===== src/rtl/projectile_game_sm.sv =====
// projectile_game_sm
//   Game-control FSM feeding the vga_bitchange projectile renderer. It turns
//   button pulses into a launch velocity, strobes shoot/animate, watches the
//   rendered projectile position for a hit or miss, and holds each result for
//   RESULT_CYCLES clocks before returning to aiming.
//
// Ports
//   clk, reset_n               clock, asynchronous active-low reset
//   BtnL/BtnR, BtnD/BtnU       single-cycle pulses: vX -/+ , vY -/+
//   BtnC                       single-cycle fire pulse
//   projectileCenterX/Y [9:0]  projectile position from the renderer
//   t_air [49:0]               flight tick count from the renderer
//   vX, vY [3:0]               saturating launch velocity
//   X_INITIAL, Y_INITIAL [9:0] constant launch coordinates
//   q_Init..q_Miss             registered one-hot state outputs
//   hits, shots [7:0]          score counters
//
// Build option
//   SCORE_COUNT_EN  when defined, hits/shots are saturating counters;
//                   otherwise they are tied to zero.
module projectile_game_sm #(
  parameter logic [9:0]  X_LAUNCH      = 10'd215,
  parameter logic [9:0]  Y_LAUNCH      = 10'd465,
  parameter logic [3:0]  VX_RESET      = 4'd4,
  parameter logic [3:0]  VY_RESET      = 4'd8,
  parameter int unsigned MAX_TAIR      = 40,
  parameter int unsigned RESULT_CYCLES = 100_000_000
) (
  input  logic        clk,
  input  logic        reset_n,
  input  logic        BtnL,
  input  logic        BtnR,
  input  logic        BtnD,
  input  logic        BtnU,
  input  logic        BtnC,
  input  logic [9:0]  projectileCenterX,
  input  logic [9:0]  projectileCenterY,
  input  logic [49:0] t_air,
  output logic [3:0]  vX,
  output logic [3:0]  vY,
  output logic [9:0]  X_INITIAL,
  output logic [9:0]  Y_INITIAL,
  output logic        q_Init,
  output logic        q_Aim,
  output logic        q_P1Shoot,
  output logic        q_Animate,
  output logic        q_Hit,
  output logic        q_Miss,
  output logic [7:0]  hits,
  output logic [7:0]  shots
);

  localparam logic [2:0] INIT    = 3'd0;
  localparam logic [2:0] AIM     = 3'd1;
  localparam logic [2:0] P1SHOOT = 3'd2;
  localparam logic [2:0] ANIMATE = 3'd3;
  localparam logic [2:0] HIT     = 3'd4;
  localparam logic [2:0] MISS    = 3'd5;

  localparam logic [26:0] HOLD_LAST  = 27'(RESULT_CYCLES - 1);
  localparam logic [49:0] TAIR_LIMIT = 50'(MAX_TAIR);

  logic [2:0]  state, next_state;
  logic [26:0] hold_cnt;
  logic [10:0] x_ext, y_ext;
  logic        hit_det, miss_det;

  assign X_INITIAL = X_LAUNCH;
  assign Y_INITIAL = Y_LAUNCH;

  // 11-bit zero-extended so the +5/+2 box margins cannot wrap.
  assign x_ext = {1'b0, projectileCenterX};
  assign y_ext = {1'b0, projectileCenterY};

  assign hit_det = (x_ext + 11'd5 >= 11'd650) && (x_ext <= 11'd675) &&
                   (y_ext + 11'd2 >= 11'd470) && (y_ext <= 11'd475);

  // Y above 600 is a wrap past the top of the screen, not a ground miss.
  assign miss_det = ((y_ext >= 11'd473) && (y_ext <= 11'd600)) ||
                    (x_ext >= 11'd770) || (t_air >= TAIR_LIMIT);

  always_comb begin
    next_state = state;
    case (state)
      INIT:    next_state = AIM;
      AIM:     if (BtnC) next_state = P1SHOOT;
      P1SHOOT: next_state = ANIMATE;
      ANIMATE: begin
        if (hit_det)       next_state = HIT;
        else if (miss_det) next_state = MISS;
      end
      HIT, MISS: if (hold_cnt == HOLD_LAST) next_state = AIM;
      default: next_state = INIT;
    endcase
  end

  always_ff @(posedge clk or negedge reset_n) begin
    if (!reset_n) begin
      state     <= INIT;
      q_Init    <= 1'b1;
      q_Aim     <= 1'b0;
      q_P1Shoot <= 1'b0;
      q_Animate <= 1'b0;
      q_Hit     <= 1'b0;
      q_Miss    <= 1'b0;
    end else begin
      state     <= next_state;
      q_Init    <= (next_state == INIT);
      q_Aim     <= (next_state == AIM);
      q_P1Shoot <= (next_state == P1SHOOT);
      q_Animate <= (next_state == ANIMATE);
      q_Hit     <= (next_state == HIT);
      q_Miss    <= (next_state == MISS);
    end
  end

  // Only ANIMATE precedes HIT/MISS, and the counter is held at zero outside
  // the result states, so it is already zero on entry.
  always_ff @(posedge clk or negedge reset_n) begin
    if (!reset_n)                       hold_cnt <= '0;
    else if (state == HIT || state == MISS) hold_cnt <= hold_cnt + 27'd1;
    else                                hold_cnt <= '0;
  end

  // Velocity is only adjustable in AIM without a fire pulse; elsewhere frozen.
  always_ff @(posedge clk or negedge reset_n) begin
    if (!reset_n) begin
      vX <= VX_RESET;
      vY <= VY_RESET;
    end else if (state == AIM && !BtnC) begin
      if (BtnR && !BtnL && vX != 4'd15)      vX <= vX + 4'd1;
      else if (BtnL && !BtnR && vX != 4'd0)  vX <= vX - 4'd1;
      if (BtnU && !BtnD && vY != 4'd15)      vY <= vY + 4'd1;
      else if (BtnD && !BtnU && vY != 4'd0)  vY <= vY - 4'd1;
    end
  end

`ifdef SCORE_COUNT_EN
  always_ff @(posedge clk or negedge reset_n) begin
    if (!reset_n) begin
      hits  <= '0;
      shots <= '0;
    end else begin
      if (state == AIM && BtnC && shots != 8'hFF)        shots <= shots + 8'd1;
      if (state == ANIMATE && hit_det && hits != 8'hFF)  hits  <= hits + 8'd1;
    end
  end
`else
  assign hits  = '0;
  assign shots = '0;
`endif

endmodule

===== config.mk =====
export PLATFORM = sky130hd
export DESIGN_NAME = projectile_game_sm
export DESIGN_NICKNAME = d
export VERILOG_FILES = /design/src/rtl/projectile_game_sm.sv
export SDC_FILE = /design/constraint.sdc
export NUM_CORES = 1
export LEC_CHECK = 0
export ABC_AREA = 1
export BUFFER_PORTS_ARGS = -buffer_cell sky130_fd_sc_hd__buf_4
export CAP_MARGIN = 25
export CORE_MARGIN = 1.5
export CORE_UTILIZATION = 54
export DETAILED_ROUTE_END_ITERATION = 8
export GPL_ROUTABILITY_DRIVEN = 0
export PLACE_DENSITY = 0.86
export SETUP_SLACK_MARGIN = 0.1
export SLEW_MARGIN = 25
export SYNTH_ARGS = -nofsm -noshare
export SYNTH_HDL_FRONTEND = slang
export SYNTH_SLANG_ARGS = --single-unit

===== constraint.sdc =====
create_clock -name clk -period 6 [get_ports clk]
set_input_delay 0.3 -clock clk [delete_from_list [all_inputs] [get_ports clk]]
set_output_delay 0.3 -clock clk [all_outputs]
set_load 0.1 [all_outputs]

# After elaboration in Yosys (flattened, before gate mapping)
# Index checks and enable logic that the tools add are counted.
# op_classes
n_reduce_logical,30
magnitude_cmp,8
muxes,10
addsub,7
eq_ne,13
# op_table
operator,count
"50-bit by 6-bit greater-or-equal comparator with 1-bit output, second input constant",1
"27-bit by 1-bit adder with 27-bit output, second input constant",1
"27-bit equality test, second input constant",1
27-bit two-way mux,1
"10-bit less-or-equal comparator, second input constant",2
4-bit two-way mux,4
3-bit one-hot mux with 5 select lines,1
1-bit logical AND,13
"3-bit by 2-bit equality test with 1-bit output, second input constant",4
"3-bit equality test, second input constant",4
3-bit two-way mux,4
"10-bit by 2-bit adder with 11-bit output, second input constant",1
"10-bit by 3-bit adder with 11-bit output, second input constant",1
"11-bit by 10-bit greater-or-equal comparator with 1-bit output, second input constant",1
"11-bit by 9-bit greater-or-equal comparator with 1-bit output, second input constant",1
"10-bit greater-or-equal comparator, second input constant",1
"10-bit by 9-bit greater-or-equal comparator with 1-bit output, second input constant",1
"10-bit by 9-bit less-or-equal comparator with 1-bit output, second input constant",1
"4-bit by 1-bit adder with 4-bit output, second input constant",2
"4-bit != test, second input constant",2
4-bit nonzero test,2
"4-bit by 1-bit subtractor with 4-bit output, second input constant",2
"3-bit by 1-bit equality test with 1-bit output, second input constant",2
3-bit zero test,2
5 further kinds,13
# totals
input_bits,77
output_inout_bits,50
wordCells,78
ff_bits,44

# Depth between registers and ports, before layout
# Gate-level depths: netlist of the first run.
# logic_depth
ltp_word,8
mapped_depth,18
ltp_nobuf,18

# Worst setup path before layout of the first run
# OpenSTA, ideal clock, no wires.
# synth_path
path_type,register to register
startpoint,register vX[0]
endpoint,register vX[3]
path_buffers,0
stages_incl_launch_ff,12
period_less_slack_ps,2741
setup_slack_ps,3259
t_required_ps,5838
t_arrival_ps,2579
setup_ps,162
cell_sequence,dfrtp_1 -> inv_1 -> nor4_1 -> nor3_1 -> inv_1 -> ha_1 -> nand2_1 -> nor2_1 -> a211oi_1 -> xnor2_1 -> nor2_1 -> xor2_1
# synth_between
elab_chain_cells,4
elab_cells_between_ends,10
classes_between,2 x add/sub; 1 x eq/ne; 2 x mux; 5 x reduce/logical
# synth_lines
element,line_no,source
"start, declared",39,"output logic [3:0] vX,"
"start signal, assigned",131,if (BtnR && !BtnL && vX != 4'd15) vX <= vX + 4'd1;
"start signal, assigned",132,else if (BtnL && !BtnR && vX != 4'd0) vX <= vX - 4'd1;
branches (longest 4 deep; another with 4-bit by 1-bit subtractor with 4-bit output),-,
# Parallel ways; which one is timed is not known. The select of a mux whose other input is x is not followed.
# A chain may end at the register's enable or synchronous reset.

# Worst setup path after layout of the first run
# layout_path
startpoint,register vY[3]
endpoint,register vY[3]
# layout_between
elab_chain_cells,4
elab_cells_between_ends,10
classes_between,2 x add/sub; 1 x eq/ne; 2 x mux; 5 x reduce/logical
# layout_lines
element,line_no,source
"start, declared",40,"output logic [3:0] vY,"
"start signal, assigned",133,if (BtnU && !BtnD && vY != 4'd15) vY <= vY + 4'd1;
"start signal, assigned",134,else if (BtnD && !BtnU && vY != 4'd0) vY <= vY - 4'd1;
branches (longest 4 deep; another with 4-bit by 1-bit subtractor with 4-bit output),-,
# Parallel ways; which one is timed is not known. The select of a mux whose other input is x is not followed.

==> impl_metrics.env, run 1 <==
export IMPL_ios=127
export IMPL_stdcell_area_mm2=0.00413
export IMPL_yosysUniqueCellTypes=35
export IMPL_cts_buffers=5
export IMPL_core_mm2=0.00603
export IMPL_route_detailed_drc=0
export IMPL_fin_skew_ns=0.00728
export IMPL_fin_nets=667
export IMPL_layout_cells_non_filler=653
export IMPL_antenna_found_initial=0
export IMPL_top_layer_used="met4"
export IMPL_synth_top_area_cell="dfrtp_1"
export IMPL_syn_inst=486
export IMPL_drtIter0Drc=135
export IMPL_dpl_hpwl_mm=6.14
export IMPL_synthFlopType="dfrtp_1"
export IMPL_grt_pass1_vias=2951
export IMPL_clock_fmax_mhz=450
export IMPL_status="finished clean"
export IMPL_drive_gt1_share_pct=22.5
export IMPL_leakage_uw=0.00199
export IMPL_clkTransAtPathRegs_ns=0.08
export IMPL_final_core_util_pct=68.5
export IMPL_hold_viol=0
export IMPL_hp_class="in -> reg"
export IMPL_avgSynthCellArea_um2=7.05
export IMPL_fin_crit_ns=2.22
export IMPL_setup_violations=0
export IMPL_cp_start_kind="flip-flop"
export IMPL_io_buffers=87
export IMPL_cp_max_fo=4
export IMPL_clkLatencyLatePin_ns=0.30
export IMPL_grt_max_degree=45
export IMPL_grt_overflow=0
export IMPL_slew_violations=0
export IMPL_power_density_mw_per_mm2=335
export IMPL_grt_first_pass_wirelength_mm=12.4
export IMPL_total_power_uw=1380
export IMPL_totalWireLength_mm=7.49
export IMPL_ys_top_cells_by_area="dfrtp_1 (30%), nand2_1 (9.3%), buf_4 (7.9%), nor2_1 (7.7%), inv_1 (7.0%)"
export IMPL_placed_cells=644
export IMPL_first_pass_iters=4
export IMPL_clockBufferDepth=2
export IMPL_period_share_pct=37.1
export IMPL_ant_nets=0
export IMPL_cts_root_buf="clkbuf_8"
export IMPL_cap_violations=0
export IMPL_postPlaceCellArea_mm2=0.00402
export IMPL_routedWlPerCell_um=11.5
export IMPL_tightest_slew_ns=1.01
export IMPL_yosysSeqAreaShare_pct=32.3
export IMPL_ir_worst_vdd_mv=0.382
export IMPL_rsz0062_at_grt="false"
export IMPL_grtUsageTotal_pct=23.1
export IMPL_cts_sinks=44
export IMPL_required_ns=6.23
export IMPL_n_antenna_cell=0
export IMPL_rows=28
export IMPL_synth_edf_count=0
export IMPL_cts_htree_levels=2
export IMPL_dieArea_mm2=0.00683
export IMPL_critPathKind="reg -> reg"
export IMPL_dr_total_vias=3244
export IMPL_die_h_um=82.6
export IMPL_viasPerCell=4.97
export IMPL_async_flop_share_pct=100
export IMPL_synth_seq_cells=44
export IMPL_cts_tree="yes"
export IMPL_maxSlewHeadroom_pct=32.6
export IMPL_m1WireLength_mm=3.28
export IMPL_syn_cell_area_mm2=0.00342
export IMPL_tns_ns=0
export IMPL_crit_path_end_kind="flip-flop"
export IMPL_synthToLayoutAreaGrowth_pct=20.5
export IMPL_dieWidth_um=82.6
export IMPL_arrival_ns=2.46
export IMPL_wl_met2_mm=3.82
export IMPL_yosys_top_cells_count="nand2_1 (85), nor2_1 (70), inv_1 (64)"
export IMPL_start_util_pct=56.8
export IMPL_synth_most_common_cell="nand2_1"
export IMPL_synth_top_area_share_pct=30.0
export IMPL_yosysWarnings=0
export IMPL_met3WireLength_um=313
## worst max-delay path, stage by stage, from the launching register on
cell	delay, ns
dfstp_2	0.56
inv_1	0.05
nor4_1	0.25
nor3_1	0.11
inv_1	0.15
ha_1	0.30
nand2_1	0.09
nor2_1	0.04
a211oi_1	0.22
xnor2_1	0.11
nor2_1	0.12
xor2_1	0.16
## layout make-up
class | instances | area, um2
clock buffer | 7 | 86.3
clock inverter | 1 | 7.51
fill | 521 | 1900
inverter | 69 | 259
multi-input combinational | 369 | 1910
sequential | 44 | 1100
tap | 75 | 93.8
timing repair buffer | 88 | 663
## per-stage QoR
stage	setup slack, ns	hold WS (ns)
after detailed placement	3.77	0.324
after global placement	3.84	0.322
after CTS	3.75	0.240
after floorplan	3.26	0.00441
after global routing	3.56	0.244
final	3.78	0.245
## per-layer routing
| metal | global-route usage [%] | vias to the layer above |
|---|---|---|
| met3 | 2.75 | 6 |
| met1 | 27.6 | 1483 |
| met4 | 5.33 | 0 |
| met2 | 43.6 | 80 |
| met5 | 0 | - |
| li1 | - | 1675 |
## timing repair
action                                  CTS  global route
hold buffers                              1             0
setup buffers                             0             0
gates resized for setup                   0             0
endpoints found under the setup margin    0             0
hold endpoints to repair                  3             0
## where the power goes
group	switching, uW	total (uW)	internal, uW
sequential	45.1	399	354
clock	96.9	190	93.5
combinational	603	791	188
## kinds of logic after synthesis
group | share of synthesized area (%)
other | 0.219
and+or+nand+nor | 33.7
adders and majority gates | 5.19
DFF | 32.3
xor gates and xnor gates | 4.35
AOI/OAI and AO/OA | 8.62
buffers and inverters | 15.7
## final timing paths
check,start,to,slack (ns),depth (start not counted)
worst max-delay path,vY[3],vY[3],3.78,11
worst min-delay path,BtnC,q_P1Shoot,0.25,3
worst max register to register,vY[3],vY[3],3.78,11
worst min register to register,vX[3],vX[3],0.50,1
max in group asynchronous,reset_n,state[2],5.09,2
min in group asynchronous,reset_n,vY[1],0.53,2
## flip-flops by register name, indices dropped and copies added (netlist names)
signal     count
hold_cnt      27
vX             4
vY             4
state          3
q_Aim          1
q_Animate      1
q_Hit          1
q_Init         1
q_Miss         1
q_P1Shoot      1
## layout by cell type, fill, tap and decap left out, types with 2 or more instances in the layout
| master | synthesis | final |
|---|---|---|
| buf_4 | 36 | 87 |
| nand2_1 | 85 | 85 |
| nor2_1 | 70 | 70 |
| inv_1 | 64 | 64 |
| dfrtp_1 | 41 | 41 |
| conb_1 | 2 | 36 |
| nand3_1 | 23 | 23 |
| a21oi_1 | 22 | 22 |
| nand4_1 | 18 | 18 |
| o21ai_0 | 16 | 16 |
| nor3_1 | 14 | 14 |
| nor2_2 | 11 | 11 |
| ha_1 | 11 | 11 |
| nand2_2 | 10 | 10 |
| nor4_1 | 9 | 9 |
| xor2_1 | 9 | 9 |
| xnor2_1 | 8 | 8 |
| clkbuf_8 | 0 | 6 |
| inv_2 | 5 | 5 |
| o21a_1 | 4 | 4 |
| a211oi_1 | 4 | 4 |
| nor3_2 | 3 | 3 |
| dfstp_2 | 3 | 3 |
| o21ai_1 | 2 | 2 |
| a31oi_1 | 2 | 2 |
| and2_0 | 2 | 2 |
| fa_1 | 2 | 2 |
Note: power is estimated with default switching activity, not from simulation.
==> run 2: changes to the inputs <==
--- a/config.mk
+++ b/config.mk
@@ -9,10 +9,10 @@
 export BUFFER_PORTS_ARGS = -buffer_cell sky130_fd_sc_hd__buf_4
 export CAP_MARGIN = 25
 export CORE_MARGIN = 1.5
-export CORE_UTILIZATION = 54
+export CORE_UTILIZATION = 45
 export DETAILED_ROUTE_END_ITERATION = 8
 export GPL_ROUTABILITY_DRIVEN = 0
-export PLACE_DENSITY = 0.86
+export PLACE_DENSITY = 0.77
 export SETUP_SLACK_MARGIN = 0.1
 export SLEW_MARGIN = 25
 export SYNTH_ARGS = -nofsm -noshare
==> constraint.sdc (replaced) <==
create_clock -name clk -period 1.9 [get_ports clk]
set_input_delay 0.095 -clock clk [delete_from_list [all_inputs] [get_ports clk]]
set_output_delay 0.095 -clock clk [all_outputs]
set_load 0.1 [all_outputs]
==> run 2 against run 1 <==
Compared with the run above: the run now ends with negative setup slack left; register-to-register slack worse by 3.9 ns; clock power rose to 3.9 times the previous value; combinational power rose to 3.9 times the previous value; via count up 7.3%; die area up 19%; worst hold slack worse by 0.20 ns; first-iteration DRC count down 16%; utilization down 2.9 points; highest routed layer unchanged; count of clock-buffer cells in the layout down 2.
==> impl_metrics.env, run 2 (synthesized netlist as in run 1, its figures left out) <==
export IMPL_fin_nets=703
export IMPL_hp_class="in -> reg"
export IMPL_clkTransAtPathRegs_ns=0.09
export IMPL_ir_worst_vdd_mv=0.674
export IMPL_total_power_uw=5120
export IMPL_arrival_ns=2.17
export IMPL_viasPerCell=4.88
export IMPL_dieWidth_um=90.2
export IMPL_critPathKind="reg -> reg"
export IMPL_placed_cells=693
export IMPL_hold_viol=0
export IMPL_largest_register="hold_cnt"
export IMPL_clkLatencyLatePin_ns=0.30
export IMPL_grt_max_degree=45
export IMPL_grt_pass1_vias=3287
export IMPL_cap_violations=0
export IMPL_hold_depth=3
export IMPL_drive_gt1_share_pct=35.7
export IMPL_layout_cells_non_filler=713
export IMPL_cts_tree="yes"
export IMPL_maxSlewHeadroom_pct=61.7
export IMPL_crit_path_end_kind="flip-flop"
export IMPL_slew_violations=0
export IMPL_drtIter0Drc=113
export IMPL_cts_htree_levels=2
export IMPL_cts_root_buf="clkbuf_8"
export IMPL_place_ws_ns=-0.0714
export IMPL_top_regs="hold_cnt: 27 flops, vX: 4 flops, vY: 4 flops"
export IMPL_postPlaceCellArea_mm2=0.00433
export IMPL_dieArea_mm2=0.00814
export IMPL_n_antenna_cell=0
export IMPL_synthToLayoutAreaGrowth_pct=39.5
export IMPL_grt_overflow=0
export IMPL_layout_commonest_cell="buf_4"
export IMPL_leakage_uw=0.00230
export IMPL_ios=127
export IMPL_r2r_cells=11
export IMPL_cts_sinks=44
export IMPL_cts_buffers=5
export IMPL_required_ns=2.09
export IMPL_fin_skew_ns=0.00954
export IMPL_die_h_um=90.2
export IMPL_first_pass_iters=4
export IMPL_rsz0062_at_grt="true"
export IMPL_io_buffers=87
export IMPL_status="finished, violations left"
export IMPL_tightest_slew_ns=0.574
export IMPL_fin_ws_ns=-0.0788
export IMPL_cp_start_kind="flip-flop"
export IMPL_fin_crit_ns=1.98
export IMPL_period_share_pct=104
export IMPL_rows=31
export IMPL_dpl_hpwl_mm=6.44
export IMPL_layout_common_cells="buf_4 (118), nand2_1 (80), nor2_1 (65)"
export IMPL_routedWlPerCell_um=12.4
export IMPL_grt_first_pass_wirelength_mm=14.2
export IMPL_clock_fmax_mhz=505
export IMPL_stdcell_area_mm2=0.00478
export IMPL_grtUsageTotal_pct=20.7
export IMPL_antenna_found_initial=0
export IMPL_violations="negative setup slack"
export IMPL_clockBufferDepth=2
export IMPL_power_density_mw_per_mm2=1070
export IMPL_cp_max_fo=4
export IMPL_route_detailed_drc=0
export IMPL_dr_total_vias=3481
export IMPL_largest_reg_flops=27
export IMPL_totalWireLength_mm=8.82
export IMPL_ant_nets=0
export IMPL_setup_violations=5
export IMPL_core_mm2=0.00729
export IMPL_start_util_pct=47.0
## run 2: changes by cell type in the layout (fill, tap and decap cells not counted), moves of 5 or more
cell,previous run,this run
nor2_4,1,9
inv_2,5,12
nand2_1,85,80
dfrtp_1,41,34
dfrtp_4,0,6
buf_6,0,5
buf_4,87,118
nor2_1,70,65
nand2_4,0,5
inv_1,64,53
## run 2: final cells by class
| cell class | instances | area, um2 |
|---|---|---|
| Multi-Input combinational cell | 369 | 2180 |
| Sequential cell | 44 | 1140 |
| Fill cell | 631 | 2510 |
| Clock buffer | 5 | 68.8 |
| Inverter | 69 | 269 |
| Timing Repair Buffer | 124 | 952 |
| Clock inverter | 3 | 46.3 |
| Tap cell | 99 | 124 |
## run 2: worst paths after layout
| kind | to | slack [ns] | startpoint |
|---|---|---|---|
| worst max register to register | vX[3] | -0.08 | vX[2] |
| min in group asynchronous | hold_cnt[5] | 0.33 | reset_n |
| worst min-delay path | q_P1Shoot | 0.04 | BtnC |
| max in group asynchronous | vX[0] | 1.13 | reset_n |
| worst max-delay path | vX[3] | -0.08 | vX[2] |
| worst min register to register | q_Init | 0.54 | state[1] |
## run 2: routing by layer
metal	global-route usage (%)	vias up	routed length, um
li1	-	1740	-
met5	0	-	0
met2	37.2	90	4730
met4	6.22	0	134
met3	2.88	10	279
met1	25.6	1641	3680
## run 2: repair_timing
item                                    4_1_cts  5_1_grt
resized for setup                            11       47
endpoints found under the setup margin       13       21
endpoints found under the hold margin        41        0
gates cloned                                  0        0
hold buffers                                  1        0
pin swaps                                     7       17
buffers inserted                              4        8
## run 2: power by group
group          switching, uW  internal, uW  total [uW]
registers                132          1170        1300
logic                   2150           927        3080
clock network            340           396         737
## run 2: metrics by stage
step	setup TNS [ns]	utilization (%)	hold slack, ns
global route	-1.14	65.5	0.0641
floorplan	-0.426	-	-0.201
detailed placement	-0.115	59.4	0.127
global placement	-0.0106	59.4	0.120
CTS	-0.0671	62.2	0.0407
finish	-0.233	65.5	0.0438
## run 2: worst max-delay path, stage by stage (launching register included)
cell and delay [ns]:
dfstp_4 0.62, inv_2 0.06, nor4_4 0.15, nor3_2 0.08
inv_2 0.10, ha_1 0.23, nand2_1 0.06, nor2_1 0.04
a211oi_2 0.17, xnor2_1 0.14, nor2_1 0.06, xor2_1 0.16
==> run 3: changes to the inputs <==
--- a/config.mk
+++ b/config.mk
@@ -8,12 +8,13 @@
 export ABC_AREA = 1
 export BUFFER_PORTS_ARGS = -buffer_cell sky130_fd_sc_hd__buf_4
 export CAP_MARGIN = 25
-export CORE_MARGIN = 1.5
+export CORE_MARGIN = 3
 export CORE_UTILIZATION = 45
 export DETAILED_ROUTE_END_ITERATION = 8
 export GPL_ROUTABILITY_DRIVEN = 0
 export PLACE_DENSITY = 0.77
 export SETUP_SLACK_MARGIN = 0.1
+export SKIP_CTS_REPAIR_TIMING = 1
 export SLEW_MARGIN = 25
 export SYNTH_ARGS = -nofsm -noshare
 export SYNTH_HDL_FRONTEND = slang
==> constraint.sdc (replaced) <==
create_clock -name clk -period 1.8 [get_ports clk]
set_input_delay 0.09 -clock clk [delete_from_list [all_inputs] [get_ports clk]]
set_output_delay 0.09 -clock clk [all_outputs]
set_load 0.1 [all_outputs]
==> run 3 against run 2 <==
Compared with the run above: critical endpoint is now hold_cnt[20]; the run still ends with negative setup slack left; sequential share of layout area is 0.24 points lower; utilization is 0.32 points higher; power is 6.0% higher.
==> impl_metrics.env, run 3 (synthesized netlist as in run 1, its figures left out) <==
export IMPL_status="finished, violations left"
export IMPL_violations="negative setup slack"
export IMPL_fin_nets=712
export IMPL_leakage_uw=0.00231
export IMPL_fin_ws_ns=-0.199
export IMPL_drive_gt1_share_pct=36.6
export IMPL_route_detailed_drc=0
export IMPL_clkTransAtPathRegs_ns=0.09
export IMPL_clock_fmax_mhz=500
export IMPL_drtIter0Drc=94
export IMPL_clkLatencyLatePin_ns=0.30
export IMPL_routedWlPerCell_um=12.7
export IMPL_hold_viol=0
export IMPL_cpPeakStageDelay_ns=0.39
export IMPL_maxSlewHeadroom_pct=63.1
export IMPL_hp_class="in -> reg"
export IMPL_fin_skew_ns=0.00768
export IMPL_start_util_pct=46.7
export IMPL_fillers=599
export IMPL_top_regs="hold_cnt: 27 flops, vX: 4 flops, vY: 4 flops"
export IMPL_critPathKind="reg -> reg"
export IMPL_tightest_slew_ns=0.554
export IMPL_viasPerCell=4.86
export IMPL_dieWidth_um=93.2
export IMPL_period_share_pct=111
export IMPL_met3WireLength_um=466
export IMPL_dpl_hpwl_mm=6.98
export IMPL_cts_sinks=44
export IMPL_cts_buffers=5
export IMPL_core_mm2=0.00733
export IMPL_slew_violations=0
export IMPL_ios=127
export IMPL_m1WireLength_mm=3.61
export IMPL_grt_pass1_vias=3475
export IMPL_worst_path_most_repeated_cell="nor2_4"
export IMPL_crit_path_end_kind="flip-flop"
export IMPL_grt_max_degree=45
export IMPL_rsz0062_at_grt="true"
export IMPL_critical_path_cell_chain="ha_2 -> nand2_2 -> nor2_4 -> nand2_2 -> nor2_4 -> nand2_1 -> nor2_2 -> nand2_2 -> nor2_4 -> nand2_4 -> nor2_4 -> a21oi_2 -> o21a_1"
export IMPL_wl_met2_mm=4.89
export IMPL_top_layer_used="met4"
export IMPL_power_density_mw_per_mm2=1120
export IMPL_arrival_ns=2.20
export IMPL_ir_worst_vdd_mv=0.804
export IMPL_dieArea_mm2=0.00869
export IMPL_total_power_uw=5430
export IMPL_first_pass_iters=4
export IMPL_io_buffers=87
export IMPL_n_antenna_cell=0
export IMPL_required_ns=2.00
export IMPL_cp_slowest_cell="dfrtp_1"
export IMPL_clockBufferDepth=2
export IMPL_cp_max_fo=4
export IMPL_grtUsageTotal_pct=20.4
export IMPL_synthToLayoutAreaGrowth_pct=41.0
export IMPL_antenna_found_initial=0
export IMPL_fin_crit_ns=2.00
export IMPL_layout_commonest_cell="buf_4"
export IMPL_ant_nets=0
export IMPL_final_core_util_pct=65.8
export IMPL_die_h_um=93.2
export IMPL_rows=31
export IMPL_largest_register="hold_cnt"
export IMPL_dr_total_vias=3508
export IMPL_totalWireLength_mm=9.16
export IMPL_cts_root_buf="clkbuf_8"
export IMPL_setup_violations=13
export IMPL_grt_overflow=0
export IMPL_cts_tree="yes"
export IMPL_place_ws_ns=-0.175
export IMPL_cts_htree_levels=2
export IMPL_grt_first_pass_wirelength_mm=14.7
export IMPL_cp_start_kind="flip-flop"
export IMPL_cap_violations=0
export IMPL_layout_common_cells="buf_4 (126), nand2_1 (82), nor2_1 (66)"
export IMPL_largest_reg_flops=27
-- run 3: cell types whose count changed in the layout (fill, tap and decap cells not counted), moves of 2 or more --
cell	change
buf_4	+8
nor3_1	-4
nor3_2	+4
nand2_1	+2
nand2_4	-2
nor2_4	-2
-- run 3: through the flow --
stage	hold WS [ns]	instances	setup TNS (ns)	area (um2)
final	0.0290	722	-1.29	4830
after global routing	0.0274	722	-3.12	4830
after CTS	-0.204	712	-0.767	4530
after detailed placement	0.127	704	-0.498	4420
after global placement	0.125	704	-0.181	4420
after floorplan	-0.206	520	-0.809	3650
-- run 3: per-layer routing --
| layer | vias to the layer above | track usage [%] |
|---|---|---|
| li1 | 1771 | - |
| met1 | 1600 | 23.6 |
| met2 | 121 | 38.2 |
| met3 | 16 | 3.46 |
| met4 | 0 | 5.98 |
| met5 | - | 0 |
-- run 3: report_power, final --
group	leakage (uW)	internal, uW	switching, uW
logic	0.00168	1020	2280
registers	0.000575	1230	137
clock network	0.0000552	412	347
-- run 3: layout make-up --
class	instances	area [um2]	area share, %
multi-input cells	369	2170	44.9
flip-flops and latches	44	1140	23.5
repair buffers	133	1020	21.2
inverters	69	269	5.57
well taps	99	124	2.57
clock buffers	6	72.6	1.50
clock inverters	2	35.0	0.726
-- run 3: worst paths after layout --
| path | start | to | slack, ns | cells past startpoint |
|---|---|---|---|---|
| worst max-delay path | hold_cnt[0] | hold_cnt[20] | -0.20 | 13 |
| worst min-delay path | BtnC | q_P1Shoot | 0.03 | 3 |
| worst max register to register | hold_cnt[0] | hold_cnt[20] | -0.20 | 13 |
| worst min register to register | state[1] | q_Init | 0.54 | 2 |
| max in group asynchronous | reset_n | vX[3] | 1.04 | 2 |
| min in group asynchronous | reset_n | hold_cnt[5] | 0.32 | 2 |
-- run 3: worst max-delay path: cells and delay by family, from the launching register on --
family | cells | cell delay [ns]
DFF | 1 | 0.39
AOI/OAI and AO/OA | 2 | 0.18
adders and majority gates | 1 | 0.20
and+or+nand+nor | 10 | 1.14
